$ cat src/rtl/data_mem_ctrl.sv
// data_mem_ctrl: load/store unit bridging the execute stage to a ready/ack data bus with alignment and timeout checks.
module data_mem_ctrl #(
  parameter int TIMEOUT = 255
) (
  input  logic        clk,
  input  logic        rst,
  input  logic        mem_en,
  input  logic        mem_rw,
  input  logic [1:0]  dw,
  input  logic        sign_ex,
  input  logic [31:0] mem_write_addr,
  input  logic [31:0] mem_write_data,
  output logic [31:0] mem_read_data,
  output logic        data_ready,
  output logic        misalign,
  output logic        bus_err,
  output logic        bus_req,
  output logic        bus_we,
  output logic [31:0] bus_addr,
  output logic [3:0]  bus_be,
  output logic [31:0] bus_wdata,
  input  logic [31:0] bus_rdata,
  input  logic        bus_ack
);
  localparam int CW = $clog2(TIMEOUT + 1);
  typedef enum logic [1:0] {IDLE, REQ, DONE} state_t;
  state_t r_state, w_next;
  logic [CW-1:0] r_cnt;
  logic [1:0] r_dw, r_lane;
  logic r_sx, w_mis, w_tout;
  logic [3:0] w_be;
  logic [31:0] w_wdata, w_sh, w_load;
  always_comb begin
    w_mis = (dw == 2'd1 && mem_write_addr[0]) || (dw[1] && mem_write_addr[1:0] != 2'b00);
    w_be = dw == 2'd0 ? 4'b0001 << mem_write_addr[1:0] :
           dw == 2'd1 ? 4'b0011 << mem_write_addr[1:0] : 4'b1111;
    w_wdata = dw == 2'd0 ? {4{mem_write_data[7:0]}} :
              dw == 2'd1 ? {2{mem_write_data[15:0]}} : mem_write_data;
    w_tout = r_cnt == CW'(TIMEOUT - 1);
    w_sh = bus_rdata >> {r_lane, 3'b000};
    w_load = r_dw == 2'd0 ? {{24{w_sh[7] & r_sx}}, w_sh[7:0]} :
             r_dw == 2'd1 ? {{16{w_sh[15] & r_sx}}, w_sh[15:0]} : w_sh;
    w_next = r_state == IDLE ? (mem_en ? (w_mis ? DONE : REQ) : IDLE) :
             r_state == REQ  ? ((bus_ack || w_tout) ? DONE : REQ) : IDLE;
    data_ready = r_state == DONE || (r_state == IDLE && !mem_en);
  end
  always_ff @(posedge clk) begin
    if (rst) r_state <= IDLE;
    else r_state <= w_next;
  end
  always_ff @(posedge clk) begin
    if (rst) begin
      r_cnt <= '0;
      r_dw <= '0;
      r_lane <= '0;
      r_sx <= 1'b0;
      mem_read_data <= '0;
      misalign <= 1'b0;
      bus_err <= 1'b0;
      bus_req <= 1'b0;
      bus_we <= 1'b0;
      bus_addr <= '0;
      bus_be <= '0;
      bus_wdata <= '0;
    end else begin
      misalign <= 1'b0;
      bus_err <= 1'b0;
      if (r_state == IDLE && mem_en) begin
        r_cnt <= '0;
        r_dw <= dw;
        r_lane <= mem_write_addr[1:0];
        r_sx <= sign_ex;
        if (w_mis) begin
          misalign <= 1'b1;
          if (!mem_rw) mem_read_data <= '0;
        end else begin
          bus_req <= 1'b1;
          bus_we <= mem_rw;
          bus_addr <= {mem_write_addr[31:2], 2'b00};
          bus_be <= w_be;
          bus_wdata <= w_wdata;
        end
      end else if (r_state == REQ) begin
        r_cnt <= r_cnt + 1'b1;
        if (bus_ack) begin
          bus_req <= 1'b0;
          if (!bus_we) mem_read_data <= w_load;
        end else if (w_tout) begin
          bus_req <= 1'b0;
          bus_err <= 1'b1;
          if (!bus_we) mem_read_data <= '0;
        end
      end
    end
  end
endmodule

$ cat config.mk
export PLATFORM = sky130hd
export DESIGN_NAME = data_mem_ctrl
export DESIGN_NICKNAME = d
export VERILOG_FILES = /design/src/rtl/data_mem_ctrl.sv
export SDC_FILE = /design/constraint.sdc
export NUM_CORES = 1
export LEC_CHECK = 0
export CAP_MARGIN = 25
export CORE_UTILIZATION = 39
export DETAILED_ROUTE_END_ITERATION = 16
export HOLD_SLACK_MARGIN = 0.05
export PLACE_DENSITY = 0.82
export SLEW_MARGIN = 20
export SYNTH_ARGS = -nofsm -noshare
export SYNTH_HDL_FRONTEND = slang
export SYNTH_SLANG_ARGS = --single-unit
$ cat constraint.sdc
create_clock -name clk -period 1.75 [get_ports clk]
set_input_delay 0.35 -clock clk [delete_from_list [all_inputs] [get_ports clk]]
set_output_delay 0.35 -clock clk [all_outputs]
set_load 0.1 [all_outputs]
After elaboration in Yosys (flattened, before gate mapping):

Index checks and enable logic that the tools add are counted.

* flip-flop bits (word level): 117

* equal/unequal tests: 10
* reduce and logical (&&, ||, !) cells: 20
* bitwise gates (word level): 5
* shift operators: 3
* add/sub/neg operators: 1
* multiplexer cells: 26

Operators by type and width (count)
* 32-bit 2-to-1 mux: 12
* 32-bit by 5-bit >> shifter with 32-bit output: 1
* 2-bit 2-to-1 mux: 5
* 8-bit by 1-bit adder with 8-bit output (second input constant): 1
* 8-bit equality test (second input constant): 1
* 4-bit 2-to-1 mux: 2
* 1-bit 2-to-1 mux: 7
* 2-bit by 1-bit equality test with 1-bit output (second input constant): 3
* 2-bit logical NOT: 3
* 2-bit inequality test (second input constant): 3
* 3-bit by 2-bit inequality test with 1-bit output (second input constant): 2
* 6-bit AND reduction: 1
* 1-bit logical AND: 4
* 2-bit nonzero test: 2
* 2-bit OR reduction: 2
* 4-bit OR reduction: 1
* 1-bit by 2-bit << shifter with 4-bit output (first input constant): 1
* 2-bit by 2-bit << shifter with 4-bit output (first input constant): 1
* 1-bit logical OR: 3
* 1-bit inverter: 3
* 3-bit AND reduction: 1
* 3-bit nonzero test: 1
* 1-bit bitwise AND: 2
* 2-bit equality test (second input constant): 1
* other kinds (2): 2

Longest topological paths before layout:

Gate-level depths: netlist of the first run.

* depth in word-level cells: 8
* depth in mapped cells: 8
* mapped depth without buffers: 6

Worst setup path after synthesis of the first run:

OpenSTA, ideal clock, no wires.

* path kind: register -> output
* start point: register r_state[1]
* end point: output data_ready
* buffers on the path: 0
* cell stages (with the launch flop): 3
* slack: -0.586 ns
* data arrival time: 1.986 ns
* cells stage by stage: dfxtp_1 inv_1 a21oi_1

* word-level cells in the longest chain between the ends: 3
* elaborated cells on any way between the ends: 4
* those cells by class: eq/ne (1); reduce/logical (3)

Ends and longest elaborated chain
* from (decl): RTL line 27 `state_t r_state, w_next;`
* from (signal assigned): RTL line 49 `else r_state <= w_next;`
* 2-bit logical NOT: RTL line 45 `data_ready = r_state == DONE || (r_state == IDLE && !mem_en);`
* 1-bit logical AND: RTL line 45
* 1-bit logical OR *: RTL line 45
* to (decl): RTL line 14 `output logic data_ready,`

Every way passes the cells marked *; elsewhere a longest branch is shown, timed or not.

Final worst setup path of the first run:

* start point: register r_state[1]
* end point: register mem_read_data[10]

* word-level cells in the longest chain between the ends: 4
* elaborated cells on any way between the ends: 11
* those cells by class: eq/ne (5); mux (1); reduce/logical (5)

Ends and longest elaborated chain
* 2-bit logical NOT: RTL line 68 `if (r_state == IDLE && mem_en) begin`
* 1-bit logical AND: RTL line 68
* 3-bit by 2-bit inequality test with 1-bit output (no line) (tied with other cells)
* 6-bit AND reduction (no line)
* to (signal assigned): RTL line 87 `if (!bus_we) mem_read_data <= w_load;`
* to (decl): RTL line 13 `output logic [31:0] mem_read_data,`

Several ways; a longest one is shown, not always the timed one.
A chain may end at the register's enable or synchronous reset.

==> flow_summary.yaml, run 1 <==
worst_setup_path:
  arrival_ns: 2.21
  worstPathMaxFanout: 6
  critical_path.reg2reg.startpoint: "r_state[1]"
  slowest_delay_ns: 0.51
  criticalPathCategory: "register to register"
  end_kind: "register"
  worst_ep_required_time_ns: 2.05
  crit_path_top_delay_cell: "sky130_fd_sc_hd__o41a_4"
  worstSetupStartpoint: "r_state[1]"
  crit_path_start_kind: "register"
  critical_path.cell_chain: "or3b_4, buf_6, o311a_4, o41a_4, a22o_1"
synth:
  synth_most_common_cell: "sky130_fd_sc_hd__nand2_1"
  synth_commonest_cells: "159 x sky130_fd_sc_hd__nand2_1, 117 x sky130_fd_sc_hd__dfxtp_1, 67 x sky130_fd_sc_hd__a21oi_1"
  netlist-cell-type-count: 40
  postSynthCellCount: 622
  syn_area_um2: 5240
  postSynthRegisterBits: 117
  synth_top_family_by_area: "compound AO/OA/AOI/OAI gates"
  synth_area_per_cell_um2: 8.43
  post-synth-top-area-fraction: 0.447
  synthMuxAreaShare: 0.0955
  synth_compound_gate_area_share: 0.199
  seq_area_frac_synth: 0.447
  ys.warnings.count: 0
  synth_xor_xnor_area_share: 0.00836
  yosys.area_share.adder: 0.0143
  number_of_enable_type_register_cells_in_the_synthesized_netlist: 0
  yosys-top-cells-area: "sky130_fd_sc_hd__dfxtp_1 45%, sky130_fd_sc_hd__nand2_1 11%, sky130_fd_sc_hd__mux2i_1 7.8%, sky130_fd_sc_hd__a21oi_1 6.4%, sky130_fd_sc_hd__a22o_1 4.0%"
  synth_top_flop_cell: "sky130_fd_sc_hd__dfxtp_1"
  synthSimpleGateAreaFrac: 0.185
  postSynth.asyncResetShare: 0
  cell_taking_the_most_area_after_synthesis: "sky130_fd_sc_hd__dfxtp_1"
timing:
  timing_max_transition_violations_final: 0
  fin_ws_ns: -0.155
  final-hold-violation-count: 0
  worst_slew_margin_rel: 0.552
  fin_worst_skew_ns: 0.00684
  maxClockFrequency_mhz: 525
  report.final.setup_viol: 50
  grt_setup_unrepaired: "true"
  setup_tns_ns: -3.83
  worstMarginPinSlew_ns: 0.671
  min_period_over_period: 1.09
  fin_crit_ns: 1.91
min_path:
  min-delay-start: "rst"
  worstHoldPathType: "primary input to register"
clock_network:
  cts_buffers: 17
  clock_sink_count: 117
  cts-root-to-sink-buffers: 2
  clk-insertion-delay-late_ns: 0.42
  cts_tree: "yes"
  cts_htree_levels: 4
  cts.reportedPaths.clkPinSlew_ns: 0.06
  cts-hold-fix-buffers: 0
  root_buffer: "sky130_fd_sc_hd__clkbuf_16"
power_and_ir_drop:
  cellLeakagePower_nw: 3.98
  total_power_mw: 9.64
  power.density_cell_area_nw_per_um2: 939
  seq_power_share: 0.307
  worst_vdd_drop_mv: 0.772
  p_sw_mw: 3.07
  cell_internal_pwr_mw: 6.57
  power.switching_fraction: 0.319
  share_comb_of_total_power: 0.295
  clkPwrFrac: 0.398
route:
  via_count: 5832
  dr.first_iter.drc_count: 442
  avgViaCountPerCell: 5.45
  wl_per_cell_um: 19.4
  detail_route.wirelength_mm: 20.8
  drcViolationCount: 0
  firstDrtPassIters: 5
  drt.antenna.violating_nets: 0
floorplanning:
  fp.dieArea_um2: 13900
  rows: 41
  i_o_pin_count: 209
  core_area_um2: 12900
  start_util: 0.407
  fp.dieH_um: 118
  die-width_um: 118
global_route:
  grt_pass1_vias: 5922
  global_route.overflow_total: 0
  grt_start_max_net_pins: 43
  antenna_found_initial: 0
  overall_routing_resource_usage: 0.281
  grt_first_pass_wirelength_mm: 30.4
finish:
  multiInputGateArea_um2: 3030
  finish.instance_area_um2: 10300
  fillers: 720
  finalNonFillerCells: 1071
  syn_to_final_growth_pct: 95.7
  drive_gt1_frac: 0.339
  final-seq-area_um2: 2350
  antenna_cells: 0
  finalNetCount: 996
placed_design:
  detailed_place_hpwl_mm: 12.5
  place.port_buffers: 206
  dp_worst_setup_slack_ns: -0.686
  routabilityCongestion: 0.812
  placed_cells_incl_taps: 1009
  standard_cell_area_after_detailed_placement_um2: 8810
job:
  max-cap-violations: 0
outcome:
  violated_checks: "negative setup slack"
  outcome: "finished, violations left"
==> state kept, by name, indices dropped and copies added, names as in the netlist <==
name / flops
bus_req: 1
r_state: 2
r_lane: 2
bus_err: 1
mem_read_data: 32
r_dw: 2
r_sx: 1
bus_we: 1
r_cnt: 8
bus_addr: 30
bus_be: 4
misalign: 1
bus_wdata: 32
==> per-layer routing <==
layer	routed length, µm	track usage	share of wire	vias to the layer above
met5	0	0	0	-
met2	10900	0.500	0.52	300
met3	1860	0.107	0.089	53
met1	7320	0.283	0.35	2781
li1	-	-	-	2698
met4	706	0.147	0.034	0
==> what timing repair did <==
item	CTS	global route
gates cloned	6	7
pin swaps	32	34
setup buffers	19	2
resized for setup	36	73
setup endpoints to repair	99	104
==> area by class of cell <==
cell class                 count  share of cell area
clock inverter                 8              0.0139
sequential                   117               0.229
tap                          172              0.0210
inverter                       7             0.00256
clock buffer                  24              0.0499
multi-input combinational    454               0.295
timing repair buffer         289               0.389
==> cell usage in the layout, fill, tap and decap left out, drive strengths merged, types with 3 or more instances in the layout <==
| cell type | netlist | routed |
|---|---|---|
| and3 | 3 | 3 |
| o211ai | 8 | 8 |
| clkinv | 0 | 3 |
| a211oi | 10 | 10 |
| nor3 | 8 | 8 |
| ha | 6 | 6 |
| clkbuf | 26 | 29 |
| o41a | 1 | 4 |
| inv | 7 | 7 |
| mux2i | 41 | 41 |
| xor2 | 5 | 5 |
| bufinv | 0 | 4 |
| a22o | 24 | 24 |
| a21oi | 67 | 67 |
| or3 | 4 | 4 |
| nand2 | 159 | 159 |
| buf | 22 | 182 |
| mux2 | 8 | 8 |
| dlygate4sd2 | 0 | 4 |
| nor2b | 6 | 6 |
| nand2b | 6 | 6 |
| o21ai | 34 | 34 |
| dfxtp | 117 | 117 |
| nand4 | 4 | 4 |
| nor2 | 33 | 33 |
| a311oi | 9 | 9 |
| clkdlybuf4s50 | 0 | 98 |
==> worst paths after layout <==
kind                                           to  cells past startpoint  slack, ns
worst min-delay path                      bus_req                      4       0.47
worst max register to register  mem_read_data[10]                      5      -0.16
worst min register to register       bus_addr[19]                      2       0.49
worst max-delay path            mem_read_data[10]                      5      -0.16
==> power by group through the flow <==
stage / combinational, mW / sequential, mW / clock, mW
floorplan: 0.606 / 3.81 / 0
global placement: 2.47 / 3.00 / 0
detailed placement: 2.50 / 3.01 / 0
CTS: 2.66 / 2.95 / 3.87
global route: 2.94 / 2.97 / 3.99
finish: 2.84 / 2.96 / 3.84
==> metrics by stage <==
step / util / hold slack, ns
3_5_place_dp: 0.684 / 0.487
6_report: 0.797 / 0.472
2_1_floorplan: - / 0.427
3_3_place_gp: 0.684 / 0.470
5_1_grt: 0.797 / 0.476
4_1_cts: 0.765 / 0.447
==> logic make-up (layout without fill, tap and decap cells) <==
| logic type | count (synthesis) | after routing |
|---|---|---|
| other cells | 1 | 2 |
| buf+inv | 55 | 328 |
| simple gates | 230 | 230 |
| compound gates | 159 | 162 |
| flops | 117 | 117 |
| fa+ha+maj | 6 | 6 |
| mux | 49 | 49 |
| xor+xnor | 5 | 5 |
==> worst max-delay path, delay by kind of cell (launching register included) <==
| family | cells | cell delay (ns) |
|---|---|---|
| simple gates | 1 | 0.40 |
| flops | 1 | 0.32 |
| buf+inv | 1 | 0.14 |
| compound gates | 3 | 0.92 |
(Power assumes the default switching activity.)
==> run 2, diff against run 1 <==
--- a/config.mk
+++ b/config.mk
@@ -10,7 +10,8 @@
 export DETAILED_ROUTE_END_ITERATION = 16
 export HOLD_SLACK_MARGIN = 0.05
 export PLACE_DENSITY = 0.82
-export SLEW_MARGIN = 20
+export REMOVE_ABC_BUFFERS = 1
+export SLEW_MARGIN = 10
 export SYNTH_ARGS = -nofsm -noshare
 export SYNTH_HDL_FRONTEND = slang
 export SYNTH_SLANG_ARGS = --single-unit
==> run 2 against run 1 <==
  * The run still ends with negative setup slack left
  * Sequential share of layout area grew 0.17 points
  * Sequential power is essentially flat
  * Clock power shrank 7.0%
  * Critical path depth grew 2
  * Wire length grew 7.4%
  * Setup slack lost 0.058 ns
  * Flip-flop and latch count is the same
  * Critical endpoint is now bus_wdata[24]
==> flow_summary.yaml, run 2 (synthesis results as in run 1) <==
worst_setup_path:
  crit_path_start_kind: "register"
  arrival_ns: 2.20
  worstSetupStartpoint: "r_state[1]"
  slowest_delay_ns: 0.41
  worstPathMaxFanout: 9
  critical_path.reg2reg.startpoint: "r_state[1]"
  criticalPathCategory: "register to register"
  critical_path.cell_chain: "or3b_4, buf_6, or3_4, buf_4, clkbuf_16, nand2_1, a21oi_1"
  worst_ep_required_time_ns: 1.99
  end_kind: "register"
  crit_path_top_delay_cell: "sky130_fd_sc_hd__or3b_4"
global_route:
  grt_first_pass_wirelength_mm: 31.9
  grt_pass1_vias: 6130
  grt_start_max_net_pins: 75
  global_route.overflow_total: 0
  antenna_found_initial: 3
  overall_routing_resource_usage: 0.293
placed_design:
  routabilityCongestion: 0.833
  place.port_buffers: 206
  placed_cells_incl_taps: 1012
  detailed_place_hpwl_mm: 12.9
  dp_worst_setup_slack_ns: -0.735
timing:
  min_period_over_period: 1.12
  maxClockFrequency_mhz: 509
  timing_max_transition_violations_final: 0
  worstMarginPinSlew_ns: 0.881
  report.final.setup_viol: 78
  final-hold-violation-count: 0
  fin_ws_ns: -0.213
  hold_slack_ns: 0.315
  worst_slew_margin_rel: 0.412
  setup_tns_ns: -8.37
  fin_worst_skew_ns: 0.0128
  grt_setup_unrepaired: "true"
  fin_crit_ns: 1.96
finish:
  syn_to_final_growth_pct: 94.2
  fillers: 705
  finalNonFillerCells: 1082
  finalNetCount: 1005
  drive_gt1_frac: 0.312
  final-seq-area_um2: 2350
  multiInputGateArea_um2: 2890
  layout.cells.most_common: "sky130_fd_sc_hd__nand2_1"
  final_cell_mix: "148 x sky130_fd_sc_hd__nand2_1, 113 x sky130_fd_sc_hd__dfxtp_1, 111 x sky130_fd_sc_hd__buf_12"
  reg_top3: "bus_wdata x32, mem_read_data x32, bus_addr x30"
job:
  max-cap-violations: 0
min_path:
  min-delay-start: "rst"
  worstHoldPathType: "primary input to register"
clock_network:
  clk-insertion-delay-late_ns: 0.42
  cts-root-to-sink-buffers: 2
  cts-hold-fix-buffers: 0
  root_buffer: "sky130_fd_sc_hd__clkbuf_16"
  cts_tree: "yes"
  cts_buffers: 17
  cts.reportedPaths.clkPinSlew_ns: 0.06
  clock_sink_count: 117
  cts_htree_levels: 4
route:
  avgViaCountPerCell: 5.56
  drt.antenna.violating_nets: 0
  detail_route.wirelength_mm: 22.3
  dr.first_iter.drc_count: 587
  firstDrtPassIters: 6
  wl_per_cell_um: 20.6
  drcViolationCount: 0
  via_count: 6019
floorplanning:
  i_o_pin_count: 209
  fp.dieArea_um2: 13900
  die-width_um: 118
  core_area_um2: 12900
  rows: 41
  start_util: 0.407
  fp.dieH_um: 118
outcome:
  violated_checks: "negative setup slack"
  outcome: "finished, violations left"
power_and_ir_drop:
  worst_vdd_drop_mv: 0.673
  power.density_cell_area_nw_per_um2: 926
  cellLeakagePower_nw: 3.98
-- run 2: worst max-delay path: cells and delay by family, from the launching register on --
| family | cells | cell delay (ns) |
|---|---|---|
| AND/OR/NAND/NOR | 3 | 0.90 |
| buffers and inverters | 3 | 0.49 |
| flip-flops | 1 | 0.32 |
| AO/OA/AOI/OAI | 1 | 0.08 |
-- run 2: area by class of cell --
class / instances / share of cell area
Multi-Input combinational cell: 454 / 0.284
Antenna cell: 3 / 0.000737
Timing Repair Buffer: 298 / 0.402
Clock buffer: 23 / 0.0460
Clock inverter: 8 / 0.0123
Inverter: 7 / 0.00258
Sequential cell: 117 / 0.231
Tap cell: 172 / 0.0211
-- run 2: per-stage QoR --
stage               power (mW)  area (µm²)   util
CTS                       9.22        9850  0.765
detailed placement        5.51        8820  0.685
global placement          5.47        8820  0.685
floorplan                 4.34        5010      -
finish                    9.43       10200  0.791
global route              9.67       10200  0.791
-- run 2: metal layers --
| metal | wire [µm] | up-vias | global-route usage |
|---|---|---|---|
| li1 | - | 2726 | - |
| met1 | 8110 | 2852 | 0.300 |
| met2 | 11400 | 356 | 0.529 |
| met3 | 1820 | 85 | 0.0969 |
| met4 | 956 | 0 | 0.152 |
| met5 | 0 | - | 0 |
-- run 2: repair_timing --
action | CTS | global route
buffers inserted | 10 | 15
gates cloned | 8 | 5
endpoints found under the hold margin | 0 | 0
pin swaps | 34 | 10
resized for setup | 45 | 40
setup endpoints to repair | 100 | 100
-- run 2: where the power goes --
part | switching, mW | internal (mW) | leakage, nW
Clock | 1.27 | 2.31 | 0.287
Sequential | 0.158 | 2.81 | 0.955
Combinational | 1.69 | 1.20 | 2.74
Total | 3.12 | 6.31 | 3.98
-- run 2: path summary, 6_finish.rpt --
path | slack [ns] | cells after the start | to
hold reg to reg | 0.49 | 2 | bus_addr[17]
hold / removal | 0.32 | 3 | bus_req
setup / recovery | -0.21 | 7 | bus_wdata[24]
setup reg to reg | -0.21 | 7 | bus_wdata[24]
==> run 3, diff against run 2 <==
--- a/config.mk
+++ b/config.mk
@@ -6,10 +6,10 @@
 export NUM_CORES = 1
 export LEC_CHECK = 0
 export CAP_MARGIN = 25
-export CORE_UTILIZATION = 39
+export CORE_UTILIZATION = 40
 export DETAILED_ROUTE_END_ITERATION = 16
 export HOLD_SLACK_MARGIN = 0.05
-export PLACE_DENSITY = 0.82
+export PLACE_DENSITY = 0.81
 export REMOVE_ABC_BUFFERS = 1
 export SLEW_MARGIN = 10
 export SYNTH_ARGS = -nofsm -noshare
==> constraint.sdc (replaced) <==
create_clock -name clk -period 2.5 [get_ports clk]
set_input_delay 0.5 -clock clk [delete_from_list [all_inputs] [get_ports clk]]
set_output_delay 0.5 -clock clk [all_outputs]
set_load 0.1 [all_outputs]
==> run 3 against run 2 <==
  * The flow now finishes without violations
  * Flip-flop and latch count is the same
  * Via count fell by 12%
  * First-iteration DRC count decreased by 32%
  * Utilization shrank 17 points
  * Final cell count decreased by 6.0%
  * Worst hold slack improved by 0.14 ns
  * Sequential share of layout area grew 6.4 points
==> flow_summary.yaml, run 3 (synthesis results as in run 1) <==
outcome:
  outcome: "complete, no violations"
finish:
  layout.cells.most_common: "sky130_fd_sc_hd__nand2_1"
  drive_gt1_frac: 0.214
  fillers: 1108
  finish.instance_area_um2: 7940
  final_cell_mix: "159 x sky130_fd_sc_hd__nand2_1, 130 x sky130_fd_sc_hd__buf_4, 117 x sky130_fd_sc_hd__dfxtp_1"
  finalNetCount: 943
  finalCoreUtilization: 0.624
  syn_to_final_growth_pct: 51.6
  reg_top3: "bus_wdata x32, mem_read_data x32, bus_addr x30"
  antenna_cells: 0
  final-seq-area_um2: 2340
  multiInputGateArea_um2: 2650
placed_design:
  detailed_place_hpwl_mm: 11.3
  routabilityCongestion: 0.852
  standard_cell_area_after_detailed_placement_um2: 7350
  place.port_buffers: 206
global_route:
  global_route.overflow_total: 0
  grt_first_pass_wirelength_mm: 24.3
  grt_start_max_net_pins: 48
  grt_pass1_vias: 4857
  overall_routing_resource_usage: 0.235
  antenna_found_initial: 0
floorplanning:
  fp.dieH_um: 116
  rows: 41
  i_o_pin_count: 209
  core_area_um2: 12700
  start_util: 0.412
  fp.dieArea_um2: 13600
  die-width_um: 116
timing:
  hold_slack_ns: 0.453
  worst_slew_margin_rel: 0.592
  min_period_over_period: 0.856
  final-hold-violation-count: 0
  timing_max_transition_violations_final: 0
  maxClockFrequency_mhz: 467
  report.final.setup_viol: 0
  fin_crit_ns: 2.14
  fin_worst_skew_ns: 0.00575
  setup_tns_ns: 0
  grt_setup_unrepaired: "false"
  worstMarginPinSlew_ns: 0.610
clock_network:
  cts_htree_levels: 4
  clock_sink_count: 117
  post_cts_resize_count: 0
  cts.reportedPaths.clkPinSlew_ns: 0.05
  clk-insertion-delay-late_ns: 0.41
  root_buffer: "sky130_fd_sc_hd__clkbuf_16"
  cts_setup_buffers: 0
  cts-root-to-sink-buffers: 2
  cts_buffers: 17
  cts-hold-fix-buffers: 0
  cts_tree: "yes"
worst_setup_path:
  critical_path.reg2reg.startpoint: "r_state[1]"
  arrival_ns: 2.44
  crit_path_top_delay_cell: "sky130_fd_sc_hd__o41a_4"
  worst_ep_required_time_ns: 2.80
  criticalPathCategory: "primary input to register"
  slowest_delay_ns: 0.49
  crit_path_start_kind: "primary input"
  worstSetupStartpoint: "mem_en"
  end_kind: "register"
  critical_path.cell_chain: "clkdlybuf4s50_1, or3b_1, buf_4, o311a_4, o41a_4, a22o_1"
  worstPathMaxFanout: 24
route:
  detail_route.wirelength_mm: 15.8
  drcViolationCount: 0
  dr.first_iter.drc_count: 402
  wl_per_cell_um: 15.6
  avgViaCountPerCell: 5.22
  drt.antenna.violating_nets: 0
  via_count: 5310
  firstDrtPassIters: 5
power_and_ir_drop:
  cellLeakagePower_nw: 3.23
  power.density_cell_area_nw_per_um2: 751
  worst_vdd_drop_mv: 0.490
  total_power_mw: 5.96
min_path:
  min-delay-start: "bus_addr[17]"
  worstHoldPathType: "register to register"
job:
  max-cap-violations: 0
==> run 3: cell count changes in the layout (fill, tap and decap cells not counted), moves of 7 or more <==
cell	delta
sky130_fd_sc_hd__nand2_2	-11
sky130_fd_sc_hd__buf_6	-11
sky130_fd_sc_hd__nand2_1	+11
sky130_fd_sc_hd__buf_4	+68
sky130_fd_sc_hd__a21oi_1	+7
sky130_fd_sc_hd__a21oi_2	-7
sky130_fd_sc_hd__buf_12	-105
==> run 3: worst max-delay path: cells and delay by family <==
kind	cells	cell delay, ns
AND/OR/NAND/NOR	1	0.37
buffers and inverters	2	0.65
AO/OA/AOI/OAI	3	0.91
==> run 3: cell type report <==
cell class                      count  share of cell area
Clock buffer                       22              0.0584
Clock inverter                      9              0.0161
Inverter                            7             0.00331
Multi-Input combinational cell    451               0.333
Sequential cell                   117               0.295
Tap cell                          172              0.0271
Timing Repair Buffer              239               0.267
==> run 3: layer usage <==
layer	global-route usage	routed length [µm]
met5	0	0
met4	0.0889	236
met3	0.0887	1610
met2	0.397	7630
met1	0.269	6340
==> run 3: per-stage QoR <==
stage	setup WS (ns)	cells
6_report	0.360	1017
5_1_grt	0.205	1017
4_1_cts	0.370	1017
3_5_place_dp	-0.0458	986
3_3_place_gp	-0.0422	986
2_1_floorplan	-3.24	575
==> run 3: path summary, 6_finish.rpt <==
kind / cells past startpoint / end / slack, ns
max: 6 / mem_read_data[18] / 0.36
min: 2 / bus_addr[17] / 0.45
max reg2reg: 5 / mem_read_data[18] / 0.51
min reg2reg: 2 / bus_addr[17] / 0.45
==> run 3: power breakdown <==
| part | internal (mW) | switching, mW |
|---|---|---|
| Combinational | 0.464 | 1.04 |
| Sequential | 1.96 | 0.0595 |
| Clock | 1.61 | 0.832 |
==> patch 1 (config.mk and constraints of run 1) <==
The parameter `TIMEOUT` goes from 255 to 510.
--- a/src/rtl/data_mem_ctrl.sv
+++ b/src/rtl/data_mem_ctrl.sv
@@ -1,6 +1,6 @@
 // data_mem_ctrl: load/store unit bridging the execute stage to a ready/ack data bus with alignment and timeout checks.
 module data_mem_ctrl #(
-  parameter int TIMEOUT = 255
+  parameter int TIMEOUT = 510
 ) (
   input  logic        clk,
   input  logic        rst,
Check against the original RTL: same outputs for any inputs over 4 cycles, from zero or initial values and one cycle with rst high; that may be too few to reach the edited logic, so the function may still have changed.
==> patch 1 against run 1 <==
The flow still finishes with violations (setup timing). Setup slack better by 0.076 ns. Global-route usage down 2.1 points. Sequential cell count up 1. Cell area down 5.4%. Synthesized area up 0.29%. Routed wire length down 6.7%. Total power down 5.7%. Critical path type is now primary input to register. Largest cell class unchanged. Highest routed layer unchanged.
==> patch 1: results (changes against run 1) <==
| Stage | Metric | Value | Change |
| --- | --- | --- | --- |
| outcome | Run status | finished with violations |  |
| outcome | Violations in the final reports | setup timing |  |
| global route | Wire length of the first global-routing pass | 28,200 um | -7.0% |
| detailed routing | Routed length per instance | 18.1 um | -6.5% |
| pwr | Worst VDD drop | 0.000825 V | +7.0% |
| global route | All-Layer GR Usage | 26.0% | -2.1 points |
| global route | Antenna violations before repair | 1 | +1 |
| worst hold path | Hold depth | 2 | -2 |
| timing | PnR worst setup slack | -0.0790 ns | +0.0762 ns |
| placed design | Total cell area at the placement stage | 8780 um^2 | -0.34% |
| global route | Via count of the first global-routing pass | 5,580 | -5.8% |
| placed design | IO buf count | 206 | unchanged |
| final layout | Final Net Count | 989 | -0.70% |
| placed design | Estimated wirelength of the detail-placed design | 12,700 um | +1.6% |
| clock network | Reg clk slew, reported paths | 0.05 ns |  |
| placed design | Placer congestion estimate | 0.891 | +9.8% |
| clock network | Maximum buffer depth of the clock tree | 2 | unchanged |
| setup path | Family with the most delay on the worst path | simple AND/OR/NAND/NOR gates |  |
| worst hold path | Tightest Hold Check Type | primary input to register |  |
| timing | Final setup vio count | 23 | -54% |
| synth | Number of library cell types mapped by synthesis | 48 | +20% |
| detailed routing | First DRT Iteration DRCs | 457 | +3.4% |
| clock network | Htree depth | 4 | unchanged |
| setup path | Maximum net fanout on the critical path | 8 | +2 |
| final layout | Largest registers in the final layout | bus_wdata: 32 flops, mem_read_data: 32 flops, bus_addr: 30 flops |  |
| setup path | Reg2Reg Depth | 7 | +2 |
| synth | Leading post-synthesis cells by cell area | sky130_fd_sc_hd__dfxtp_1 (45%), sky130_fd_sc_hd__nand2_1 (12%), sky130_fd_sc_hd__a21oi_1 (8.0%), sky130_fd_sc_hd__mux2i_1 (6.1%), sky130_fd_sc_hd__o21ai_0 (3.2%) |  |
| setup path | Library cell contributing the largest single delay on the critical path | sky130_fd_sc_hd__clkdlybuf4s50_1 |  |
| timing | Clk_skew | 0.0119 ns | +0.00502 ns |
| synth | Count of yosys warnings during synthesis | 0 | unchanged |
| detailed routing | First-pass DRT Iterations | 6 | +1 |
| synth | Fraction of registers with async set or reset after synthesis | 0% | unchanged |
| global route | Pin count of the biggest net entering global routing | 50 | +16% |
| clock network | Worst-skew pair later-pin latency | 0.42 ns | about the same |
| detailed routing | Avg Vias per Cell | 5.37 | -1.4% |
| pwr | Leakage power | 3.73 nW | -6.4% |
| pwr | Switching portion of total power | 33.1% | +1.3 points |
| final layout | Fraction of layout instances using a drive strength above 1 | 29.5% | -4.4 points |
| setup path | Delay of the slowest critical-path stage | 0.52 ns |  |
| setup path | Setup slack, reg-to-reg | -0.06 ns | +0.10 ns |
| timing | Worst relative slew slack | 62.7% | +7.5 points |
| synth | Most numerous cell types in the synthesized netlist | sky130_fd_sc_hd__nand2_1 (166), sky130_fd_sc_hd__dfxtp_1 (118), sky130_fd_sc_hd__a21oi_1 (84) |  |
| synth | Sequential share of the synthesized area | 44.9% | +0.25 points |
## patch 1: metal layers
metal	global-route usage [%]	vias up	wire, um
met1	28.6	2708	7300
met3	9.21	45	1780
met2	44.9	298	9760
met5	0	-	0
li1	-	2689	-
met4	11.7	0	522
## patch 1: cells by family after synthesis
kind of cell	share of synthesized area, %
compound gates	18.9
other cells	0.0713
simple gates	20.3
flops	44.9
xor+xnor	1.17
buf+inv	5.17
mux	8.02
fa+ha+maj	1.43
## patch 1: path summary, 6_finish.rpt
check	start	end
min reg2reg	bus_addr[20]	bus_addr[20]
min	rst	r_sx
max reg2reg	r_state[1]	mem_read_data[7]
max	bus_rdata[23]	mem_read_data[22]
## patch 1: timing repair
action	CTS	global route
hold endpoints to repair	0	0
endpoints found under the setup margin	51	65
buffers inserted	2	4
cloned	1	4
pin swaps	7	49
gates resized for setup	14	54
## patch 1: area by class of cell
type / instances / area, um^2
tap: 176 / 220
antenna: 1 / 2.50
multi-input combinational: 470 / 2840
fill: 854 / 3490
sequential: 118 / 2370
inverter: 6 / 22.5
clock buffer: 22 / 474
timing repair buffer: 266 / 3670
clock inverter: 10 / 103
## patch 1: stage by stage
stage	TNS [ns]	hold WS (ns)	worst slack [ns]	utilization, %	std cells
finish	-0.572	0.264	-0.0790	73.6	1069
global route	-1.44	0.255	-0.100	73.6	1069
CTS	0	0.239	0.00214	71.5	1062
detailed placement	-48.71	0.484	-0.655	66.5	1027
global placement	-44.37	0.477	-0.595	66.5	1027
floorplan	-2.82	0.426	-0.219	-	646
## patch 1: power by group through the flow
stage	clock (W)	sequential (W)	combinational (W)
2_1_floorplan	0	0.00385	0.000609
3_3_place_gp	0	0.00303	0.00250
3_5_place_dp	0	0.00304	0.00253
4_1_cts	0.00342	0.00298	0.00258
5_1_grt	0.00354	0.00300	0.00280
6_report	0.00340	0.00299	0.00270
==> patch 2 (settings of run 1) <==
Without the edit above. Re-encode `state_t` (3 states) as one-hot, 3 bits wide.
--- a/src/rtl/data_mem_ctrl.sv
+++ b/src/rtl/data_mem_ctrl.sv
@@ -23,7 +23,7 @@
   input  logic        bus_ack
 );
   localparam int CW = $clog2(TIMEOUT + 1);
-  typedef enum logic [1:0] {IDLE, REQ, DONE} state_t;
+  typedef enum logic [2:0] {IDLE = 3'b001, REQ = 3'b010, DONE = 3'b100} state_t;
   state_t r_state, w_next;
   logic [CW-1:0] r_cnt;
   logic [1:0] r_dw, r_lane;
Check against the original RTL: same outputs for any inputs over 4 cycles, from zero or initial values and one cycle with rst high; so few cycles prove little.
==> patch 2 against run 1 <==
The flow still finishes with violations (setup timing). Total power fell by 8.1%. Setup slack improved by 0.14 ns. Synthesized area rose by 2.2%. Sequential power barely moved. Sequential cell count rose by 1. Cell area fell by 4.6%. Via count rose by 1.3%. Non-clock buffer count fell by 22. Routed wire length fell by 8.6%.
==> patch 2: results (changes against run 1) <==
| Stage | Metric | Value | Change |
| --- | --- | --- | --- |
| detailed routing | Routed length per instance | 17.2 um | -11% |
| final layout | Multi-input gates | 499 | +9.9% |
| outcome | Run status | finished with violations |  |
| timing | Final setup vio count | 1 | -98% |
| timing | Clk_skew | 0.00865 ns | +0.00181 ns |
| placed design | Placer congestion estimate | 0.892 | +9.9% |
| placed design | Cell Count Post-Placement | 1,060 | +5.1% |
| timing | Setup TNS Final | -0.0144 ns | +3.82 ns |
| global route | Met1 global-route usage | 28.8% | +0.46 points |
| setup path | Endpoint arrival time on the critical path | 2.10 ns | -0.11 ns |
| synth | Most numerous cell types in the synthesized netlist | sky130_fd_sc_hd__nand2_1 (174), sky130_fd_sc_hd__dfxtp_1 (118), sky130_fd_sc_hd__a21oi_1 (99) |  |
| final layout | Storage cell area | 2380 um^2 | +1.3% |
| die | Die width | 119 um | +1.1% |
| synth | Syn_area_per_cell | 7.85 um^2 | -6.9% |
| final layout | Fraction of layout instances using a drive strength above 1 | 26.2% | -7.7 points |
| final layout | Number of signal-net buffers in the layout | 267 | -7.6% |
| global route | GR met3 Demand/Resource | 10.8% | +0.16 points |
| final layout | Area taken by multi-input logic gates | 2850 um^2 | -5.7% |
| timing | PnR worst setup slack | -0.0144 ns | +0.141 ns |
| synth | Number of library cell types mapped by synthesis | 42 | +5.0% |
| placed design | Total cell area at the placement stage | 8880 um^2 | +0.78% |
| final layout | Total of clock buffers placed in the layout | 22 | -8.3% |
| die | Placeable core region | 13,300 um^2 | +3.7% |
| pwr | Leakage power | 3.70 nW | -7.1% |
| timing | Actual transition at the worst max-transition pin | 0.621 ns | -0.0492 ns |
| outcome | Violations in the final reports | setup timing |  |
| final layout | Area added between synthesis and finish | 82.7% |  |
| detailed routing | Final wirelength | 19,000 um | -8.6% |
patch 2: stage by stage:
| step | worst slack (ns) | total power [W] |
|---|---|---|
| after floorplan | -0.0404 | 0.00436 |
| after global placement | -0.442 | 0.00539 |
| after detailed placement | -0.550 | 0.00542 |
| after CTS | -0.00664 | 0.00885 |
| after global routing | -0.102 | 0.00915 |
| final | -0.0144 | 0.00885 |
patch 2: worst paths after layout:
check                                  start  slack [ns]           endpoint  cells past startpoint
worst max-delay path                r_cnt[0]       -0.01  mem_read_data[13]                      8
worst min-delay path                     rst        0.27         r_state[2]                      2
worst max register to register      r_cnt[0]       -0.01  mem_read_data[13]                      8
worst min register to register  bus_addr[29]        0.49       bus_addr[29]                      2
patch 2: critical path, cell delays in order (launching register included):
cell and delay [ns]:
sky130_fd_sc_hd__dfxtp_2 0.32, sky130_fd_sc_hd__inv_2 0.06, sky130_fd_sc_hd__ha_4 0.12, sky130_fd_sc_hd__nand3_2 0.07, sky130_fd_sc_hd__o21ba_4 0.22, sky130_fd_sc_hd__o32ai_4 0.34
sky130_fd_sc_hd__buf_6 0.25, sky130_fd_sc_hd__nand3_1 0.11, sky130_fd_sc_hd__a21oi_1 0.21
patch 2: cell families after synthesis:
logic type	synth area share (%)
compound gates	17.7
xor+xnor	0.817
fa+ha+maj	1.40
buf+inv	5.67
flops	44.1
mux	7.68
other cells	0.0700
simple gates	22.5
patch 2: power groups by stage:
stage / registers [W] / clock network [W] / logic [W]
after floorplan: 0.00377 / 0 / 0.000596
after global placement: 0.00301 / 0 / 0.00238
after detailed placement: 0.00301 / 0 / 0.00241
after CTS: 0.00296 / 0.00342 / 0.00247
after global routing: 0.00297 / 0.00355 / 0.00262
final: 0.00296 / 0.00337 / 0.00252
